[config.mk]
export PLATFORM = sky130hd
export DESIGN_NAME = sad_block_loader
export DESIGN_NICKNAME = d
export VERILOG_FILES = /design/src/rtl/sad_pkg.sv /design/src/rtl/sad_loader_counter.sv /design/src/rtl/sad_block_loader.sv
export SDC_FILE = /design/constraint.sdc
export NUM_CORES = 1
export LEC_CHECK = 0
export BUFFER_PORTS_ARGS = -buffer_cell sky130_fd_sc_hd__buf_4
export CORE_UTILIZATION = 56
export DETAILED_ROUTE_END_ITERATION = 8
export GPL_TIMING_DRIVEN = 0
export PLACE_DENSITY = 0.88
export SLEW_MARGIN = 10
export SYNTH_ARGS = -nofsm -noshare
export SYNTH_HDL_FRONTEND = slang
export SYNTH_SLANG_ARGS = --single-unit
[constraint.sdc]
create_clock -name clk -period 5.3 [get_ports clk]
set_clock_uncertainty 0.15 [all_clocks]
set_input_delay 0.53 -clock clk [delete_from_list [all_inputs] [get_ports clk]]
set_output_delay 0.53 -clock clk [all_outputs]
set_load 0.01 [all_outputs]
[src/rtl/sad_pkg.sv]
// rtl/sad_pkg.sv - shared constants and state encoding for the SAD loader and engine
//
// Purpose: one place for the SAD address/data widths, default block length
// and the loader state encoding.
// Optional build macro: SAD_LOADER_INTERLEAVE_EN (collapses LOAD_A/LOAD_B
// into a single LOAD state for A0,B0,A1,B1,... stream order).
package sad_pkg;

  localparam int SAD_ADDR_W    = 9;
  localparam int SAD_DATA_W    = 8;
  localparam int SAD_BLOCK_LEN = 256;

`ifdef SAD_LOADER_INTERLEAVE_EN
  typedef enum logic [2:0] {
    IDLE,
    LOAD,
    FLUSH,
    GO
  } sad_state_t;
`else
  typedef enum logic [2:0] {
    IDLE,
    LOAD_A,
    LOAD_B,
    FLUSH,
    GO
  } sad_state_t;
`endif

endpackage

[src/rtl/sad_loader_counter.sv]
// rtl/sad_loader_counter.sv - block address counter with terminal-count flag
//
// Purpose: counts accepted beats from 0 up to TERMINAL, then wraps to 0 on
// the next enabled cycle. Never exceeds TERMINAL.
// Ports:
//   clk    in   system clock, rising edge
//   rst    in   asynchronous active-high reset (count -> 0)
//   en     in   advance the count this cycle
//   clr    in   synchronous clear to 0 (wins over en)
//   count  out  ADDR_W current address
//   last   out  high when count == TERMINAL
module sad_loader_counter
  import sad_pkg::*;
#(
  parameter int ADDR_W   = SAD_ADDR_W,
  parameter int TERMINAL = SAD_BLOCK_LEN - 1
) (
  input  logic              clk,
  input  logic              rst,
  input  logic              en,
  input  logic              clr,
  output logic [ADDR_W-1:0] count,
  output logic              last
);

  localparam logic [ADDR_W-1:0] TERM_V = ADDR_W'(TERMINAL);

  assign last = (count == TERM_V);

  always_ff @(posedge clk or posedge rst) begin
    if (rst) begin
      count <= '0;
    end else if (clr) begin
      count <= '0;
    end else if (en) begin
      count <= last ? '0 : count + ADDR_W'(1);
    end
  end

endmodule

[src/rtl/sad_block_loader.sv]
// rtl/sad_block_loader.sv - stream-to-block-RAM loader for the SAD datapath
//
// Purpose: accepts BLOCK_LEN bytes into block A then BLOCK_LEN bytes into
// block B over a valid/ready handshake, then pulses go once the final write
// has landed.
// Optional build macro: SAD_LOADER_INTERLEAVE_EN (stream order A0,B0,A1,B1,...).
// Ports:
//   clk       in   system clock, rising edge
//   Mrst      in   asynchronous active-high master reset
//   start     in   begin a load, sampled only in IDLE
//   in_data   in   DATA_W stream byte
//   in_valid  in   in_data valid
//   in_ready  out  loader accepts a byte this cycle (state only)
//   wr_addr   out  ADDR_W registered memory write address
//   wr_data   out  DATA_W registered memory write data
//   we_a      out  registered write strobe, block A
//   we_b      out  registered write strobe, block B
//   go        out  one-cycle start pulse to the SAD FSM
//   busy      out  high in any state except IDLE
module sad_block_loader
  import sad_pkg::*;
#(
  parameter int BLOCK_LEN = SAD_BLOCK_LEN,
  parameter int DATA_W    = SAD_DATA_W,
  parameter int ADDR_W    = SAD_ADDR_W
) (
  input  logic              clk,
  input  logic              Mrst,
  input  logic              start,
  input  logic [DATA_W-1:0] in_data,
  input  logic              in_valid,
  output logic              in_ready,
  output logic [ADDR_W-1:0] wr_addr,
  output logic [DATA_W-1:0] wr_data,
  output logic              we_a,
  output logic              we_b,
  output logic              go,
  output logic              busy
);

  sad_state_t        state;
  logic              accept;
  logic              cnt_en;
  logic              cnt_clr;
  logic [ADDR_W-1:0] count;
  logic              last;

`ifdef SAD_LOADER_INTERLEAVE_EN
  // 0: current beat targets block A, 1: block B
  logic phase;

  assign in_ready = (state == LOAD);
  // Both beats of an A/B pair share one address, so advance after B only.
  assign cnt_en   = accept && phase;
`else
  assign in_ready = (state == LOAD_A) || (state == LOAD_B);
  assign cnt_en   = accept;
`endif

  assign accept  = in_valid && in_ready;
  assign busy    = (state != IDLE);
  // Counter already sits at 0 in IDLE; the clear only guards the start of a load.
  assign cnt_clr = (state == IDLE) && start;

  sad_loader_counter #(
    .ADDR_W  (ADDR_W),
    .TERMINAL(BLOCK_LEN - 1)
  ) u_counter (
    .clk  (clk),
    .rst  (Mrst),
    .en   (cnt_en),
    .clr  (cnt_clr),
    .count(count),
    .last (last)
  );

  always_ff @(posedge clk or posedge Mrst) begin
    if (Mrst) begin
      state   <= IDLE;
      wr_addr <= '0;
      wr_data <= '0;
      we_a    <= 1'b0;
      we_b    <= 1'b0;
      go      <= 1'b0;
`ifdef SAD_LOADER_INTERLEAVE_EN
      phase   <= 1'b0;
`endif
    end else begin
      we_a <= 1'b0;
      we_b <= 1'b0;
      go   <= 1'b0;

      // Address/data only move on an accepted beat and otherwise hold.
      if (accept) begin
        wr_addr <= count;
        wr_data <= in_data;
      end

      case (state)
        IDLE: begin
          if (start) begin
`ifdef SAD_LOADER_INTERLEAVE_EN
            state <= LOAD;
            phase <= 1'b0;
`else
            state <= LOAD_A;
`endif
          end
        end
`ifdef SAD_LOADER_INTERLEAVE_EN
        LOAD: begin
          if (accept) begin
            phase <= ~phase;
            if (!phase) begin
              we_a <= 1'b1;
            end else begin
              we_b <= 1'b1;
              if (last) state <= FLUSH;
            end
          end
        end
`else
        LOAD_A: begin
          if (accept) begin
            we_a <= 1'b1;
            if (last) state <= LOAD_B;
          end
        end
        LOAD_B: begin
          if (accept) begin
            we_b <= 1'b1;
            if (last) state <= FLUSH;
          end
        end
`endif
        // The final B write is on the bus during FLUSH; go follows it.
        FLUSH: begin
          state <= GO;
          go    <= 1'b1;
        end
        GO: begin
          state <= IDLE;
        end
        default: begin
          state <= IDLE;
        end
      endcase
    end
  end

endmodule

==> run_results.csv, run 1 <==
group,metric,value,unit
clock_network,clk-insertion-delay-late,0.34,ns
synthesis,synth_edf_count,0,
detailed_routing,detail-route-antenna-nets,0,
place,gp_congestion,0.831,
layout,final_cell_area,0.00176,mm²
run_status,status,"completed",
pwr,power.total,614,µW
place,port_buffers,33,
pwr,cellLeakagePower,0.918,nW
pwr,power.ir.vdd_worst,0.272,mV
clock_network,clockRootBuffer,"sky130_fd_sc_hd__clkbuf_4",
detailed_routing,drt_wl_total,2990,µm
synthesis,ys_seq_elements,32,
clock_network,cts_setup_buffers,0,
floorplan,dieHeight,52.4,µm
floorplan,placeableCoreArea,0.00230,mm²
clock_network,cts_hold_buffers,0,
sta,slew_viol_final,0,
sta,final_min_period_over_clock_period,0.399,
place,hpwl,2100,µm
detailed_routing,drc_errors,0,
setup_path,ff2ff_setup_slack,3.18,ns
setup_path,crit_type,"flip-flop to flip-flop",
synthesis,synth-seq-area-share,0.564,
global_routing,maximum_number_of_pins_on_one_net_before_global_route_repair,33,
synthesis,yosys_most_used_dff,"sky130_fd_sc_hd__dfrtp_1",
clock_network,cts_resized,0,
sta,slew-limit-headroom,0.572,
floorplan,die_width,52.4,µm
global_routing,number_of_global_route_vias_before_repair,1102,
min_path,hold_path_class,"primary input to asynchronous set/reset pin",
synthesis,number_of_distinct_library_cells_after_synthesis,36,
synthesis,synth.avg_cell_area,9.53,µm²
synthesis,syn_area,0.00142,mm²
run,maxCapViolCount,0,
sta,final_period_minus_worst_setup_slack,2.12,ns
global_routing,grt_antenna_before_repair,0,
synthesis,ys.warnings.count,0,
detailed_routing,num_vias,1195,
sta,setup_repair_after_global_routing_missed_its_margin,"no",
sta,final-setup-viol-count,0,
setup_path,cp-end-kind,"flip-flop",
setup_path,startpoint_type,"flip-flop",
clock_network,numCtsBuffers,5,
detailed_routing,drt-wirelength-per-cell,13.7,µm
clock_network,clockBufferDepth,2,
pwr,power.density_cell_area,348,mW/mm²
synthesis,async_reset_ff_frac,1.00,
detailed_routing,drtPass1Iterations,4,
setup_path,cp_data_arrival_time,2.16,ns
synthesis,syn_nets,162,
detailed_routing,detail_route.iter0.violations,31,
sta,finalSetupTns,0,ns
layout,fin_nets,202,
global_routing,grt_pass1_wl,4690,µm
sta,hold_viol,0,
floorplan,boundaryPins,34,
place,placement.cell_area,0.00170,mm²
floorplan,floorplan.initialDensity,0.618,
sta,worst_max_slew_pin_slew,0.640,ns
layout,area_growth,24.1,%
clock_network,cts_tree,"done",
clock_network,clock_sink_count,32,
setup_path,critical_path_required,5.35,ns
layout,antenna_cells,0,
detailed_routing,drt-vias-per-instance,5.48,
layout,final_layout_size_suffix_gt1_frac,0.268,
sta,achievable_frequency,473,MHz
synthesis,synthCells,149,
floorplan,dieArea,0.00274,mm²
floorplan,rows,17,
global_routing,grtUsageTotal,0.246,
clock_network,clk_transition_reported_paths,0.09,ns
setup_path,critical_path.max_fanout,5,
clock_network,cts-htree-levels,2,
global_routing,grt_remaining_overflow,0,
-- per-layer routing --
metal / GRT usage / wire [µm] / vias up
li1: - / - / 571
met1: 0.289 / 1270 / 592
met2: 0.411 / 1530 / 25
met3: 0.0870 / 151 / 7
met4: 0.0921 / 46 / 0
met5: 0 / 0 / -
-- placed cells by master, fill, tap and decap left out, drive strengths merged, types with 2 or more instances in the layout --
cell / synthesis / routed
buf: 6 / 39
inv: 7 / 7
nand2b: 3 / 3
xor2: 2 / 2
or2: 2 / 2
o22ai: 2 / 2
or3: 2 / 2
nand3: 6 / 6
dfrtp: 32 / 32
o21ai: 9 / 9
clkbuf: 0 / 8
nor2: 6 / 6
nand2: 50 / 50
o21bai: 2 / 2
a21oi: 2 / 2
-- sequential cells by signal, summed over array words and instances (netlist names) --
signal	flops
wr_addr	9
u_counter.count	9
we_a	1
go	1
state	3
wr_data	8
we_b	1
-- power by group --
| part | internal [mW] | switching, mW |
|---|---|---|
| registers | 0.289 | 0.0438 |
| clock network | 0.0654 | 0.0799 |
| logic | 0.0670 | 0.0688 |
| total | 0.421 | 0.192 |
-- worst max-delay path: stages (launching register included) --
cell	delay [ns]
sky130_fd_sc_hd__dfrtp_1	0.43
sky130_fd_sc_hd__ha_1	0.27
sky130_fd_sc_hd__nand4_1	0.16
sky130_fd_sc_hd__or2_2	0.37
sky130_fd_sc_hd__o21ai_0	0.39
sky130_fd_sc_hd__o21ai_0	0.20
-- synth_stat cells (2+ instances only) --
cell type / number / area, µm²
sky130_fd_sc_hd__o21ai_0: 9 / 45.0
sky130_fd_sc_hd__or3_1: 2 / 12.5
sky130_fd_sc_hd__dfrtp_1: 32 / 801
sky130_fd_sc_hd__buf_2: 3 / 15.0
sky130_fd_sc_hd__xor2_1: 2 / 17.5
sky130_fd_sc_hd__nand2b_1: 3 / 18.8
sky130_fd_sc_hd__a21oi_1: 2 / 10.0
sky130_fd_sc_hd__nor2_1: 5 / 18.8
sky130_fd_sc_hd__o21bai_1: 2 / 15.0
sky130_fd_sc_hd__nand3_1: 6 / 30.0
sky130_fd_sc_hd__o22ai_1: 2 / 12.5
sky130_fd_sc_hd__buf_6: 2 / 22.5
sky130_fd_sc_hd__nand2_1: 50 / 188
sky130_fd_sc_hd__inv_1: 7 / 26.3
-- per-stage QoR --
stage | setup slack, ns | cells | hold WS, ns | util
after floorplan | 3.58 | 149 | 0.296 | -
after global placement | 3.38 | 210 | 0.309 | 0.741
after detailed placement | 3.23 | 210 | 0.315 | 0.741
after CTS | 3.21 | 218 | 0.224 | 0.767
after global routing | 3.09 | 218 | 0.188 | 0.767
final | 3.18 | 218 | 0.125 | 0.767
-- kinds of logic (layout without fill, tap and decap cells) --
group / count (synthesis) / count (layout) / synth area share
flops: 32 / 32 / 0.564
compound gates: 24 / 24 / 0.110
mux: 1 / 1 / 0.00793
simple gates: 75 / 75 / 0.235
xor+xnor: 3 / 3 / 0.0238
fa+ha+maj: 1 / 1 / 0.00881
buf+inv: 13 / 54 / 0.0502
-- worst paths after layout --
| kind | from | end | cells after the start |
|---|---|---|---|
| setup reg to reg | u_counter.count[0]$_DFFE_PP0P_ | u_counter.count[4]$_DFFE_PP0P_ | 5 |
| max in group asynchronous | Mrst | we_b$_DFF_PP0_ | 2 |
| min in group clk | in_data[2] | wr_data[2]$_DFFE_PP0P_ | 3 |
| hold / removal | Mrst | wr_addr[1]$_DFFE_PP0P_ | 2 |
| hold reg to reg | wr_addr[8]$_DFFE_PP0P_ | wr_addr[8]$_DFFE_PP0P_ | 2 |
| setup / recovery | u_counter.count[0]$_DFFE_PP0P_ | u_counter.count[4]$_DFFE_PP0P_ | 5 |
-- final cells by class --
cell class	instances	area (µm²)
well taps	28	35.0
inverters	7	26.3
plain buffers	6	45.0
repair buffers	33	248
multi-input cells	104	548
fillers	154	536
clock buffers	8	58.8
flip-flops and latches	32	801
Note: power is estimated with default switching activity, not from simulation.
==> run 2, diff against run 1 <==
ABC_AREA = 1   (was not set)
CORE_UTILIZATION = 52   (was 56)
PLACE_DENSITY = 0.83   (was 0.88)
clock period = 2.1 ns   (was 5.3 ns; I/O delays follow)
==> run 2 against run 1 <==
  * Global-route usage down 1.0 points
  * Worst setup slack got worse by 2.7 ns
  * Synthesized cell count up 11%
  * Die area increased by 8.0%
  * Non-clock buffer count rose by 8
  * Sequential share of layout area is 2.4 points lower
  * Area after synthesis grew 0.62%
  * Design area rose by 5.6%
  * Combinational power grew to 5.1 times the previous value
  * Fmax grew 27%
  * First-iteration DRC count fell by 3.2%
  * Critical path depth up 3
  * Largest power group unchanged
  * Highest routed layer unchanged
==> run_results.csv, run 2 <==
group,metric,value,unit
run_status,status,"completed",
sta,final-setup-viol-count,0,
synthesis,synth_most_common_cell,"sky130_fd_sc_hd__nand2_1",
synthesis,async_reset_ff_frac,1.00,
sta,slew-limit-headroom,0.559,
layout,area_growth,30.2,%
detailed_routing,detail_route.iter0.violations,30,
setup_path,cp_data_arrival_time,1.74,ns
setup_path,critical_path.max_fanout,8,
floorplan,boundaryPins,34,
min_path,hold_path_class,"primary input to flip-flop",
synthesis,synth.top_cells.by_area,"sky130_fd_sc_hd__dfrtp_1 (56%), sky130_fd_sc_hd__nand2_1 (15%), sky130_fd_sc_hd__inv_1 (4.7%), sky130_fd_sc_hd__nand3_1 (4.2%), sky130_fd_sc_hd__o21ai_0 (4.2%)",
global_routing,grt_antenna_before_repair,0,
global_routing,maximum_number_of_pins_on_one_net_before_global_route_repair,33,
sta,slew_viol_final,0,
sta,worst_max_slew_pin_slew,0.661,ns
setup_path,cp_top_family,"simple AND/OR/NAND/NOR gates",
global_routing,number_of_global_route_vias_before_repair,1182,
floorplan,placeableCoreArea,0.00254,mm²
synthesis,yosys-top-cells-count,"sky130_fd_sc_hd__nand2_1 (58), sky130_fd_sc_hd__dfrtp_1 (32), sky130_fd_sc_hd__inv_1 (18)",
setup_path,critical_path_required,2.17,ns
layout,mostFrequentLayoutCell,"sky130_fd_sc_hd__nand2_1",
global_routing,grtUsageTotal,0.236,
layout,largestRegisters,"u_counter.count (9), wr_addr (9), wr_data (8)",
detailed_routing,drc_errors,0,
setup_path,cp.buffers_inverters,1,
place,port_buffers,33,
pwr,cellLeakagePower,1.02,nW
sta,hold_viol,0,
synthesis,synth_edf_count,0,
clock_network,numCtsBuffers,5,
setup_path,crit_path_top_delay_cell,"sky130_fd_sc_hd__dfrtp_1",
clock_network,clock_sink_count,32,
clock_network,cts_setup_buffers,0,
layout,antenna_cells,0,
detailed_routing,drtPass1Iterations,4,
synthesis,ys_seq_elements,32,
sta,final_min_period_over_clock_period,0.793,
detailed_routing,drt-wirelength-per-cell,12.5,µm
setup_path,timing.critical_path.cells,"ha_1 > nand2_1 > nor2_2 > nand3_1 > clkinv_1 > nor2_8 > nand2_1 > o21ai_0",
setup_path,crit_type,"flip-flop to flip-flop",
floorplan,dieArea,0.00296,mm²
place,place_worst_setup_slack,0.462,ns
place,gp_congestion,0.776,
setup_path,cpPeakStageDelay,0.41,ns
floorplan,rows,18,
synthesis,synth-seq-area-share,0.560,
global_routing,grt_pass1_wl,4730,µm
clock_network,clk_transition_reported_paths,0.09,ns
run,maxCapViolCount,0,
pwr,power.density_cell_area,992,mW/mm²
clock_network,clockRootBuffer,"sky130_fd_sc_hd__clkbuf_4",
sta,setup_repair_after_global_routing_missed_its_margin,"no",
synthesis,syn_area,0.00143,mm²
place,hpwl,2030,µm
detailed_routing,drt_wl_total,3060,µm
sta,final_period_minus_worst_setup_slack,1.66,ns
layout,final_layout_size_suffix_gt1_frac,0.241,
floorplan,die_width,54.4,µm
floorplan,dieHeight,54.4,µm
synthesis,synth.top_cell.area_share,0.560,
synthesis,yosysTopAreaCell,"sky130_fd_sc_hd__dfrtp_1",
clock_network,cts_hold_buffers,9,
detailed_routing,num_vias,1218,
layout,fillCellCount,181,
sta,layout_setup_ws,0.435,ns
global_routing,grt_remaining_overflow,0,
setup_path,cp-end-kind,"flip-flop",
sta,achievable_frequency,601,MHz
clock_network,cts_tree,"done",
synthesis,synthCells,166,
layout,fin_nets,229,
sta,finalSetupTns,0,ns
clock_network,cts-htree-levels,2,
synthesis,syn_nets,179,
floorplan,floorplan.initialDensity,0.561,
setup_path,critPathMostFrequentCell,"sky130_fd_sc_hd__nand2_1",
detailed_routing,drt-vias-per-instance,4.95,
clock_network,clockBufferDepth,2,
clock_network,clk-insertion-delay-late,0.34,ns
synthesis,synth.avg_cell_area,8.61,µm²
synthesis,ys.warnings.count,0,
pwr,power.ir.vdd_worst,0.948,mV
synthesis,number_of_distinct_library_cells_after_synthesis,19,
setup_path,startpoint_type,"flip-flop",
detailed_routing,detail-route-antenna-nets,0,
synthesis,yosys_most_used_dff,"sky130_fd_sc_hd__dfrtp_1",
layout,layout_common_cells,"sky130_fd_sc_hd__nand2_1 (58), sky130_fd_sc_hd__buf_4 (33), sky130_fd_sc_hd__dfrtp_1 (32), sky130_fd_sc_hd__inv_1 (17)",
clock_network,cts_resized,0,
[run 2: final timing paths]
check                                          startpoint                        endpoint  slack, ns  depth (start not counted)
hold reg to reg                    wr_addr[0]$_DFFE_PP0P_          wr_addr[0]$_DFFE_PP0P_       0.34                          2
min in group asynchronous                            Mrst          wr_addr[0]$_DFFE_PP0P_       0.38                          3
setup / recovery           u_counter.count[0]$_DFFE_PP0P_  u_counter.count[1]$_DFFE_PP0P_       0.44                          8
setup reg to reg           u_counter.count[0]$_DFFE_PP0P_  u_counter.count[1]$_DFFE_PP0P_       0.44                          8
hold / removal                                      start  u_counter.count[8]$_DFFE_PP0P_       0.08                          4
max in group asynchronous                            Mrst  u_counter.count[6]$_DFFE_PP0P_       0.99                          3
[run 2: report_power, final]
part,leakage [nW],internal [mW],switching (mW)
clock network,0.0281,0.123,0.194
registers,0.429,0.749,0.0928
logic,0.559,0.313,0.374
total,1.02,1.19,0.660
[run 2: cells by family after synthesis]
group	count (synthesis)	synth area share
AOI/OAI and AO/OA	15	0.0525
and+or+nand+nor	91	0.283
adders and majority gates	1	0.00876
DFF	32	0.560
xor gates and xnor gates	3	0.0184
buffers and inverters	24	0.0771
[run 2: stage by stage]
step	utilization	cells	power (mW)	instance area, µm²	hold WS [ns]
2_1_floorplan	-	166	1.23	1430	0.170
3_3_place_gp	0.674	229	1.49	1710	0.257
3_5_place_dp	0.674	229	1.52	1710	0.263
4_1_cts	0.727	245	1.86	1850	0.0677
5_1_grt	0.731	246	1.98	1860	0.110
6_report	0.731	246	1.85	1860	0.0825
[run 2: worst register-to-register path, delay by kind of cell (launching register included)]
kind	cells	cell delay, ns
AOI/OAI and AO/OA	1	0.07
and+or+nand+nor	5	0.55
buffers and inverters	1	0.14
DFF	1	0.41
adders and majority gates	1	0.21
[run 2: final cells by class]
type | count | area (µm²) | area share
buffer | 4 | 32.5 | 0.0175
timing repair buffer | 43 | 348 | 0.187
sequential | 32 | 801 | 0.430
clock buffer | 6 | 41.3 | 0.0222
clock inverter | 1 | 5.00 | 0.00269
multi-input combinational | 110 | 518 | 0.278
tap | 30 | 37.5 | 0.0202
inverter | 20 | 77.6 | 0.0417
[run 2: per-layer routing]
metal  GRT usage  vias to the layer above  routed length [µm]
met4      0.0940                        0                  49
met5           0                        -                   0
met3      0.0917                        5                 179
met2       0.429                       35                1510
li1            -                      616                   -
met1       0.239                      562                1330
